## src/rtl/key_search_ctrl.sv

```systemverilog
// key_search_ctrl: sweeps the key range [min_key, max_key] across N_CORES cracking cores in lockstep batches.
// Optional macro KEY_SEARCH_CYCLE_COUNT_EN builds the search_cycles counter; without it search_cycles is tied to 0.
module key_search_ctrl #(
    parameter int KEY_W   = 24,
    parameter int N_CORES = 4,
    parameter int IDX_W   = 4
) (
    input  logic                       clock,
    input  logic                       reset,
    input  logic                       start,
    input  logic                       halt,
    input  logic [KEY_W-1:0]           min_key,
    input  logic [KEY_W-1:0]           max_key,
    output logic [N_CORES-1:0]         core_start,
    output logic [N_CORES*KEY_W-1:0]   core_key,
    input  logic [N_CORES-1:0]         core_finish,
    input  logic [N_CORES-1:0]         core_valid,
    output logic                       busy,
    output logic                       found,
    output logic                       not_found,
    output logic [KEY_W-1:0]           found_key,
    output logic [IDX_W-1:0]           found_core,
    output logic [KEY_W-1:0]           display_key,
    output logic [31:0]                search_cycles
);

    // Core handshake: core_start[i] is a one-cycle pulse and core_key[i] is held until the batch is
    // evaluated; core_finish[i] is a one-cycle pulse and core_valid[i] is only meaningful in that cycle.
    localparam int EXT_W = KEY_W + 1;

    typedef enum logic [2:0] {
        S_IDLE   = 3'd0,
        S_LAUNCH = 3'd1,
        S_WAIT   = 3'd2,
        S_EVAL   = 3'd3,
        S_DONE   = 3'd4
    } state_t;

    state_t                     state_q, state_d;
    logic [KEY_W-1:0]           base_q, base_d;
    logic [KEY_W-1:0]           max_q, max_d;
    logic [N_CORES-1:0]         done_mask_q, done_mask_d;
    logic [N_CORES-1:0]         valid_mask_q, valid_mask_d;
    logic                       found_q, found_d;
    logic                       not_found_q, not_found_d;
    logic [KEY_W-1:0]           found_key_q, found_key_d;
    logic [IDX_W-1:0]           found_core_q, found_core_d;
    logic [N_CORES*KEY_W-1:0]   core_key_q, core_key_d;
    logic [KEY_W-1:0]           display_q, display_d;

    logic [N_CORES-1:0]         active_c;
    logic                       win_any;
    logic [IDX_W-1:0]           win_idx;
    logic                       start_accept;
    logic                       load_launch;
    logic [KEY_W-1:0]           launch_base;

    assign start_accept = start && !halt && ((state_q == S_IDLE) || (state_q == S_DONE));

    // Extra top bit keeps base+i from wrapping past the all-ones key.
    always_comb begin
        active_c = '0;
        for (int i = 0; i < N_CORES; i++) begin
            active_c[i] = (({1'b0, base_q} + EXT_W'(i)) <= {1'b0, max_q});
        end
    end

    // Descending scan so the lowest valid index wins.
    always_comb begin
        win_idx = '0;
        for (int i = N_CORES - 1; i >= 0; i--) begin
            if (valid_mask_q[i]) begin
                win_idx = IDX_W'(i);
            end
        end
    end
    assign win_any = |valid_mask_q;

    always_comb begin
        state_d      = state_q;
        base_d       = base_q;
        max_d        = max_q;
        done_mask_d  = done_mask_q;
        valid_mask_d = valid_mask_q;
        found_d      = found_q;
        not_found_d  = not_found_q;
        found_key_d  = found_key_q;
        found_core_d = found_core_q;
        core_key_d   = core_key_q;
        display_d    = display_q;
        core_start   = '0;
        load_launch  = 1'b0;
        launch_base  = base_q;

        if (halt) begin
            state_d = S_DONE;
        end else begin
            case (state_q)
                S_IDLE, S_DONE: begin
                    if (start_accept) begin
                        max_d        = max_key;
                        base_d       = min_key;
                        found_d      = 1'b0;
                        not_found_d  = 1'b0;
                        found_key_d  = '0;
                        found_core_d = '0;
                        done_mask_d  = '0;
                        valid_mask_d = '0;
                        load_launch  = 1'b1;
                        launch_base  = min_key;
                        state_d      = S_LAUNCH;
                    end
                end
                S_LAUNCH: begin
                    // Only an empty range (min > max) can reach LAUNCH with base beyond max.
                    if (base_q > max_q) begin
                        not_found_d = 1'b1;
                        state_d     = S_DONE;
                    end else begin
                        core_start = active_c;
                        state_d    = S_WAIT;
                    end
                end
                S_WAIT: begin
                    for (int i = 0; i < N_CORES; i++) begin
                        if (core_finish[i] && active_c[i]) begin
                            done_mask_d[i]  = 1'b1;
                            valid_mask_d[i] = core_valid[i];
                        end
                    end
                    if ((done_mask_d & active_c) == active_c) begin
                        state_d = S_EVAL;
                    end
                end
                S_EVAL: begin
                    if (win_any) begin
                        found_d      = 1'b1;
                        found_key_d  = base_q + KEY_W'(win_idx);
                        found_core_d = win_idx;
                        state_d      = S_DONE;
                    end else if (({1'b0, base_q} + EXT_W'(N_CORES)) > {1'b0, max_q}) begin
                        not_found_d = 1'b1;
                        state_d     = S_DONE;
                    end else begin
                        base_d       = base_q + KEY_W'(N_CORES);
                        done_mask_d  = '0;
                        valid_mask_d = '0;
                        load_launch  = 1'b1;
                        launch_base  = base_d;
                        state_d      = S_LAUNCH;
                    end
                end
                default: state_d = S_IDLE;
            endcase
        end

        // Keys are registered on entry to LAUNCH so they are already stable with the start pulse.
        if (load_launch) begin
            for (int i = 0; i < N_CORES; i++) begin
                core_key_d[i*KEY_W +: KEY_W] = launch_base + KEY_W'(i);
            end
            display_d = launch_base;
        end
    end

    always_ff @(posedge clock) begin
        if (reset) begin
            state_q      <= S_IDLE;
            base_q       <= '0;
            max_q        <= '0;
            done_mask_q  <= '0;
            valid_mask_q <= '0;
            found_q      <= 1'b0;
            not_found_q  <= 1'b0;
            found_key_q  <= '0;
            found_core_q <= '0;
            core_key_q   <= '0;
            display_q    <= '0;
        end else begin
            state_q      <= state_d;
            base_q       <= base_d;
            max_q        <= max_d;
            done_mask_q  <= done_mask_d;
            valid_mask_q <= valid_mask_d;
            found_q      <= found_d;
            not_found_q  <= not_found_d;
            found_key_q  <= found_key_d;
            found_core_q <= found_core_d;
            core_key_q   <= core_key_d;
            display_q    <= display_d;
        end
    end

    assign busy        = (state_q == S_LAUNCH) || (state_q == S_WAIT) || (state_q == S_EVAL);
    assign found       = found_q;
    assign not_found   = not_found_q;
    assign found_key   = found_key_q;
    assign found_core  = found_core_q;
    assign core_key    = core_key_q;
    assign display_key = display_q;

`ifdef KEY_SEARCH_CYCLE_COUNT_EN
    logic [31:0] cycles_q;

    always_ff @(posedge clock) begin
        if (reset) begin
            cycles_q <= '0;
        end else if (start_accept) begin
            cycles_q <= '0;
        end else if (busy && (cycles_q != 32'hFFFF_FFFF)) begin
            cycles_q <= cycles_q + 32'd1;
        end
    end

    assign search_cycles = cycles_q;
`else
    assign search_cycles = 32'd0;
`endif

endmodule

```

## config.mk

```make
export PLATFORM = sky130hd
export DESIGN_NAME = key_search_ctrl
export DESIGN_NICKNAME = d
export VERILOG_FILES = /design/src/rtl/key_search_ctrl.sv
export SDC_FILE = /design/constraint.sdc
export NUM_CORES = 1
export LEC_CHECK = 0
export CORE_MARGIN = 4
export CORE_UTILIZATION = 40
export DETAILED_ROUTE_END_ITERATION = 8
export HOLD_SLACK_MARGIN = 0.03
export PLACE_DENSITY = 0.67
export SYNTH_ARGS = -nofsm -noshare
export SYNTH_HDL_FRONTEND = slang
export SYNTH_SLANG_ARGS = --single-unit
```

## constraint.sdc

```tcl
create_clock -name clock -period 12.6 [get_ports clock]
set_input_delay 2.52 -clock clock [delete_from_list [all_inputs] [get_ports clock]]
set_output_delay 2.52 -clock clock [all_outputs]
set_load 0.02 [all_outputs]
```

==> results of run 1 <==
-- path summary, 6_finish.rpt --
| check | end |
|---|---|
| worst max-delay path | core_start[3] |
| worst min-delay path | found_key[1]$_SDFFE_PP0P_ |
| worst max register to register | core_key[47]$_SDFFE_PP0P_ |
| worst min register to register | found_key[1]$_SDFFE_PP0P_ |
-- power by group through the flow --
stage / combinational, W / sequential, W / clock (W)
global route: 0.000437 / 0.000627 / 0.000603
finish: 0.000404 / 0.000625 / 0.000576
floorplan: 0.000260 / 0.000634 / 0
global placement: 0.000391 / 0.000636 / 0
CTS: 0.000398 / 0.000624 / 0.000580
detailed placement: 0.000395 / 0.000636 / 0
-- per-stage QoR --
stage                     area, um^2  setup WS (ps)  utilization (%)
after global routing           15950           4157            48.77
after detailed placement       15340           5055            46.90
after global placement         15340           5156            46.90
final                          15950           4411            48.77
after CTS                      15950           4584            48.76
after floorplan                13420           6458                -
-- cells in the final DEF (no fill, tap or decap), types with 11 or more instances in the layout --
master,instances
a21oi_1,112
xnor2_1,79
ha_1,127
a211oi_1,24
xor2_1,46
nor2b_1,12
a21o_1,36
mux2i_1,20
conb_1,34
o21a_1,11
clkdlybuf4s50_1,211
clkbuf_16,17
or3_1,14
a22oi_1,20
dfxtp_1,181
nor2_1,198
nor4_1,13
nand3_1,51
inv_1,42
nand2_1,229
o211ai_1,12
nor3_1,58
o21ai_0,41
and3_1,16
nand4_1,40
buf_4,15
o22ai_1,11
a31oi_1,11
-- flip-flops by register name, summed over array words and instances, names as in the netlist, 2 cells and up --
name and count:
max_q 24, base_q 24, valid_mask_q 4, state_q 3, found_core 2, found_key 24
core_key 94, done_mask_q 4
-- layout make-up --
type,instances,share of cell area (%)
Antenna cell,1,0.01569
Clock buffer,17,2.668
Clock inverter,15,1.153
Inverter,42,0.9885
Multi-Input combinational cell,1364,55.04
Sequential cell,181,22.72
Tap cell,442,3.468
Timing Repair Buffer,226,13.95
-- kinds of logic after synthesis --
family | count (synthesis)
compound gates | 361
xor+xnor | 125
fa+ha+maj | 128
buf+inv | 204
flops | 181
mux | 21
other cells | 1
simple gates | 695
-- layer usage --
layer  global-route usage (%)  share of wire [%]  vias to the layer above
met2                    42.11                 45                      671
met3                    3.735                8.2                       96
met1                    37.58                 43                     6410
li1                         -                  -                     6230
met5                        0                  0                        -
met4                    9.530                3.7                        0
-- worst reg2reg max path, cell delays in order (launching register included) --
cell,delay (ps)
dfxtp_1,730
ha_1,410
and3_1,330
and3_1,400
nand2_1,300
nor2_1,360
xor2_1,390
ha_1,200
nand3_1,70
nor3_1,390
and3b_1,280
a21bo_2,230
or2_0,910
and3_4,420
a211o_1,410
inv_1,130
ha_1,240
o21ai_0,320
or3_1,490
nor2_1,170
a2111o_1,480
==> flow_metrics.py, run 1 <==
metrics = {
    "sta": {
        "timing.final.max_slew_violations": 0,
        "worstMarginPinSlew_ps": 1240,
        "hold_slack_ps": 454.3,
        "fin_crit_sh_pct": 64.99,
        "final-setup-viol-count": 0,
        "rsz0062_at_grt": "no",
        "fin_worst_skew_ps": 17.96,
        "finalHoldViolations": 0,
        "finalSetupTns_ps": 0,
        "relSlewSlack_pct": 17.31,
        "fmax_ghz": 0.1221,
        "final.min_clock_period_ps": 8189,
    },
    "worst_setup_path": {
        "path_cells": "ha_1, and3_1, and3_1, nand2_1, nor3_1, xor2_1, ha_1, a21o_1, a21oi_1, o21ai_0, a2111oi_0, o21ai_0, o21ai_0, a21oi_1, nor3_1, clkdlybuf4s50_1",
        "worstSetupPathDepth": 16,
        "start_kind": "flop",
        "arrival_ps": 5670,
        "required_ps": 10080,
        "critPathSlowestCell": "dfxtp_1",
        "max_stage_delay_ps": 730,
        "r2r_start": "base_q[2]$_SDFF_PP0_",
        "startpoint": "base_q[2]$_SDFF_PP0_",
        "critical_path_class": "reg2out",
        "r2r_cells": 20,
        "critPathMaxFanout": 11,
        "cp_num_buf_inv": 1,
        "crit_top_cell": "o21ai_0",
        "crit_path_end_kind": "output pin",
        "critPathTopFamily": "simple AND/OR/NAND/NOR gates",
        "r2r_slack_ps": 4850,
    },
    "logic_synthesis": {
        "synth_fa_ha_area_share_pct": 12.10,
        "synth_area_um2": 13290,
        "syn_inst": 1716,
        "synthTopCellsByArea": "dfxtp_1 (27%), ha_1 (12%), nand2_1 (6.5%), nor2_1 (5.6%), xnor2_1 (5.2%)",
        "yosysWarnings": 0,
        "async_reset_ff_share_pct": 0,
        "yosys.area.top_type": "dfxtp_1",
        "yosysMostFrequentCell": "nand2_1",
        "yosys_register_bits": 181,
        "yosysTopAreaCellShare_pct": 27.26,
        "synth_top_family_by_area": "simple AND/OR/NAND/NOR gates",
        "synth_xor_area_share_pct": 8.235,
        "synth_cell_types": 86,
        "synthSimpleGateAreaFrac_pct": 24.44,
        "synth-compound-area-share_pct": 18.62,
        "avgSynthCellArea_um2": 7.747,
        "synth_edf_count": 0,
        "synthFlopType": "dfxtp_1",
        "synth-seq-area-share_pct": 27.26,
        "synthTopCellsByCount": "nand2_1 (230), nor2_1 (199), dfxtp_1 (181), ha_1 (127), a21oi_1 (112)",
        "synth_mux_area_share_pct": 1.591,
    },
    "clock_network": {
        "cts_buffer_depth": 2,
        "tritoncts": "done",
        "path_clk_slew_ps": 80,
        "postCtsSetupBuffers": 0,
        "clk_latency_ps": 460,
        "ctsResizeCount": 0,
        "cts_buffers": 17,
        "cts_sinks": 181,
        "cts_hold_buf": 0,
        "htree_levels": 4,
        "root_buffer": "clkbuf_16",
    },
    "placed_design": {
        "port_buffers": 212,
        "gp_congestion": 1.005,
        "dp_hpwl_mm": 38.29,
        "dp_cells": 2255,
    },
    "pwr": {
        "power_density_nw_per_um2": 100.6,
        "power.internal_w": 0.001034,
        "p_switching_w": 0.0005692,
        "p_seq_share_pct": 38.9,
        "swShare_pct": 35.49,
        "p_total_w": 0.001604,
        "vdd_drop_max_mv": 0.09636,
        "leakage_nw": 6.292,
        "clkPwrFrac_pct": 35.9,
        "p_comb_share_pct": 25.2,
    },
    "floorplan": {
        "initial_core_util_pct": 40.65,
        "num_rows": 66,
        "coreArea_um2": 32700,
        "pin_count": 247,
        "die_h_um": 190.3,
        "dieArea_um2": 36220,
        "die_w_um": 190.3,
    },
    "detailed_routing": {
        "wl_mm": 50.00,
        "num_vias": 13410,
        "vias_per_cell": 5.860,
        "dr.pass1.iters": 5,
        "drc": 0,
        "antenna_left": 0,
        "drt_iter0_drc": 1393,
        "routedWlPerCell_um": 21.85,
    },
    "grt": {
        "grt_first_pass_wirelength_mm": 76.27,
        "overflow": 0,
        "grt_start_max_net_pins": 74,
        "grt_antenna_before_repair": 1,
        "grt_usage_pct": 26.77,
        "grt_pass1_vias": 12670,
    },
    "cells_and_area": {
        "final_nets": 2020,
        "final_cells": 2288,
        "nFillCells": 3268,
        "multiInputGateArea_um2": 8777,
        "syn2layout_area_growth_pct": 19.96,
        "ff_latch_area_um2": 3623,
        "drive_gt1_share_pct": 4.499,
    },
    "worst_hold_path": {
        "hold_path_depth": 2,
        "hold_path.startpoint": "found_key[1]$_SDFFE_PP0P_",
        "hold_path_class": "reg2reg",
    },
    "status": {
        "status": "finished clean",
    },
    "run": {
        "drv_cap": 0,
    },
}
Note: power is estimated with default switching activity, not from simulation.
==> run 2, diff against run 1 <==
==> constraint.sdc (replaced) <==
create_clock -name clock -period 8.3 [get_ports clock]
set_input_delay 1.66 -clock clock [delete_from_list [all_inputs] [get_ports clock]]
set_output_delay 1.66 -clock clock [all_outputs]
set_load 0.02 [all_outputs]
==> flow_metrics.py, run 2 (synthesis gave the netlist of run 1 again) <==
metrics = {
    "status": {
        "status": "finished clean",
    },
    "sta": {
        "fmax_ghz": 0.1410,
        "final-setup-viol-count": 0,
        "fin_worst_skew_ps": 14.71,
        "final.setup.worst_slack_ps": 1208,
        "final.min_clock_period_ps": 7092,
        "rsz0062_at_grt": "no",
        "relSlewSlack_pct": 17.09,
        "finalSetupTns_ps": 0,
        "worstMarginPinSlew_ps": 1238,
        "fin_crit_sh_pct": 85.45,
        "finalHoldViolations": 0,
        "timing.final.max_slew_violations": 0,
    },
    "run": {
        "drv_cap": 0,
    },
    "floorplan": {
        "coreArea_um2": 32700,
        "die_w_um": 190.3,
        "pin_count": 247,
        "die_h_um": 190.3,
        "num_rows": 66,
        "initial_core_util_pct": 40.65,
        "dieArea_um2": 36220,
    },
    "worst_setup_path": {
        "critPathSlowestCell": "clkdlybuf4s50_1",
        "r2r_cells": 19,
        "start_kind": "flop",
        "required_ps": 6640,
        "path_cells": "ha_1, and3_1, nand2_1, or3_1, nor3_1, nand2_1, xnor2_1, ha_1, nand3_1, nor3_1, nand4_1, o22a_1, nor2_1, clkdlybuf4s50_1",
        "critPathMaxFanout": 11,
        "critPathTopFamily": "simple AND/OR/NAND/NOR gates",
        "arrival_ps": 5430,
        "max_stage_delay_ps": 640,
        "worstSetupPathDepth": 14,
        "critical_path_class": "reg2out",
        "cp_num_buf_inv": 1,
        "crit_path_end_kind": "output pin",
    },
    "detailed_routing": {
        "wl_mm": 52.32,
        "vias_per_cell": 5.795,
        "num_vias": 13350,
        "dr.pass1.iters": 8,
        "routedWlPerCell_um": 22.71,
        "drc": 0,
        "antenna_left": 0,
        "drt_iter0_drc": 1074,
    },
    "grt": {
        "grt_pass1_vias": 12820,
        "grt_first_pass_wirelength_mm": 78.65,
        "grt_usage_pct": 28.13,
        "overflow": 0,
        "grt_start_max_net_pins": 69,
        "grt_antenna_before_repair": 1,
    },
    "pwr": {
        "vdd_drop_max_mv": 0.1416,
        "p_switching_w": 0.0008593,
        "p_seq_share_pct": 39.2,
        "leakage_nw": 6.360,
        "power_density_nw_per_um2": 149.8,
        "clkPwrFrac_pct": 34.3,
        "power.internal_w": 0.001545,
        "p_total_w": 0.002404,
        "swShare_pct": 35.75,
        "p_comb_share_pct": 26.5,
    },
    "placed_design": {
        "dp_hpwl_mm": 40.44,
        "dp_slack_ps": 1413,
        "gp_congestion": 0.9859,
        "port_buffers": 212,
    },
    "worst_hold_path": {
        "hold_path_depth": 2,
        "hold_path_class": "reg2reg",
    },
    "clock_network": {
        "clk_latency_ps": 460,
        "cts_hold_buf": 0,
        "path_clk_slew_ps": 80,
        "cts_buffers": 17,
        "postCtsSetupBuffers": 0,
        "ctsResizeCount": 0,
        "tritoncts": "done",
        "htree_levels": 4,
        "root_buffer": "clkbuf_16",
        "cts_buffer_depth": 2,
        "cts_sinks": 181,
    },
    "cells_and_area": {
        "layout_commonest_cell": "nand2_1",
        "syn2layout_area_growth_pct": 20.67,
        "largest_reg_flops": 94,
        "nFillCells": 3233,
        "final_nets": 2036,
        "final_cell_mix": "nand2_1 (229), clkdlybuf4s50_1 (211), nor2_1 (198), dfxtp_1 (181), ha_1 (127)",
        "drive_gt1_share_pct": 5.320,
    },
}
run 2: changes by cell type in the layout (fill, tap and decap cells not counted):
cell,before,now
clkinv_4,1,2
buf_4,15,31
clkinv_8,3,2
inv_8,3,4
bufinv_16,1,0
run 2: per-layer routing:
layer	wire length, um	track usage (%)	share of wire (%)
met5	0	0	0
met4	1619	10.00	3.1
met3	3666	5.016	7.0
met2	23790	44.72	45
met1	23250	38.43	44
run 2: layout make-up:
type / count / area [um^2] / share of cell area, %
Inverter: 42 / 157.7 / 0.9828
Sequential cell: 181 / 3623 / 22.59
Clock inverter: 15 / 157.7 / 0.9828
Tap cell: 442 / 553.0 / 3.447
Antenna cell: 1 / 2.502 / 0.01560
Timing Repair Buffer: 242 / 2345 / 14.62
Multi-Input combinational cell: 1364 / 8777 / 54.72
Clock buffer: 17 / 425.4 / 2.652
run 2: worst register-to-register path, stage by stage, from the launching register on:
cell and delay, ps:
dfxtp_1 760, nand4_1 390, nor4_1 670, nand3_1 380, xnor2_1 220, ha_1 330
nand4_1 120, or4_1 560, and3b_1 280, o21a_2 380, o211a_4 300, a211oi_1 70
a211o_1 460, inv_1 150, ha_1 210, o21ai_0 250, or3_1 610, or4_1 500
xnor2_1 140, a211oi_1 210
run 2: final timing paths:
check / from / end / slack [ps]
max: base_q[2]$_SDFF_PP0_ / core_start[2] / 1210
min: found_key[1]$_SDFFE_PP0P_ / found_key[1]$_SDFFE_PP0P_ / 450
max reg2reg: base_q[6]$_SDFF_PP0_ / core_key[41]$_SDFFE_PP0P_ / 1220
min reg2reg: found_key[1]$_SDFFE_PP0P_ / found_key[1]$_SDFFE_PP0P_ / 450
run 2: through the flow:
step           instances  cell area [um^2]  utilization [%]  hold slack, ps
2_1_floorplan       1749             13420                -           436.3
3_3_place_gp        2271             15460            47.26           440.6
3_5_place_dp        2271             15460            47.26           445.3
4_1_cts             2303             16040            49.05           456.1
5_1_grt             2304             16040            49.05           469.0
6_report            2304             16040            49.05           453.3
run 2: power groups by stage:
stage          Clock (W)  Combinational [W]  Sequential [W]
3_5_place_dp           0           0.000622        0.000960
3_3_place_gp           0           0.000617        0.000959
4_1_cts         0.000836           0.000626        0.000940
5_1_grt         0.000871           0.000684        0.000945
6_report        0.000825           0.000638        0.000941
2_1_floorplan          0           0.000395        0.000962
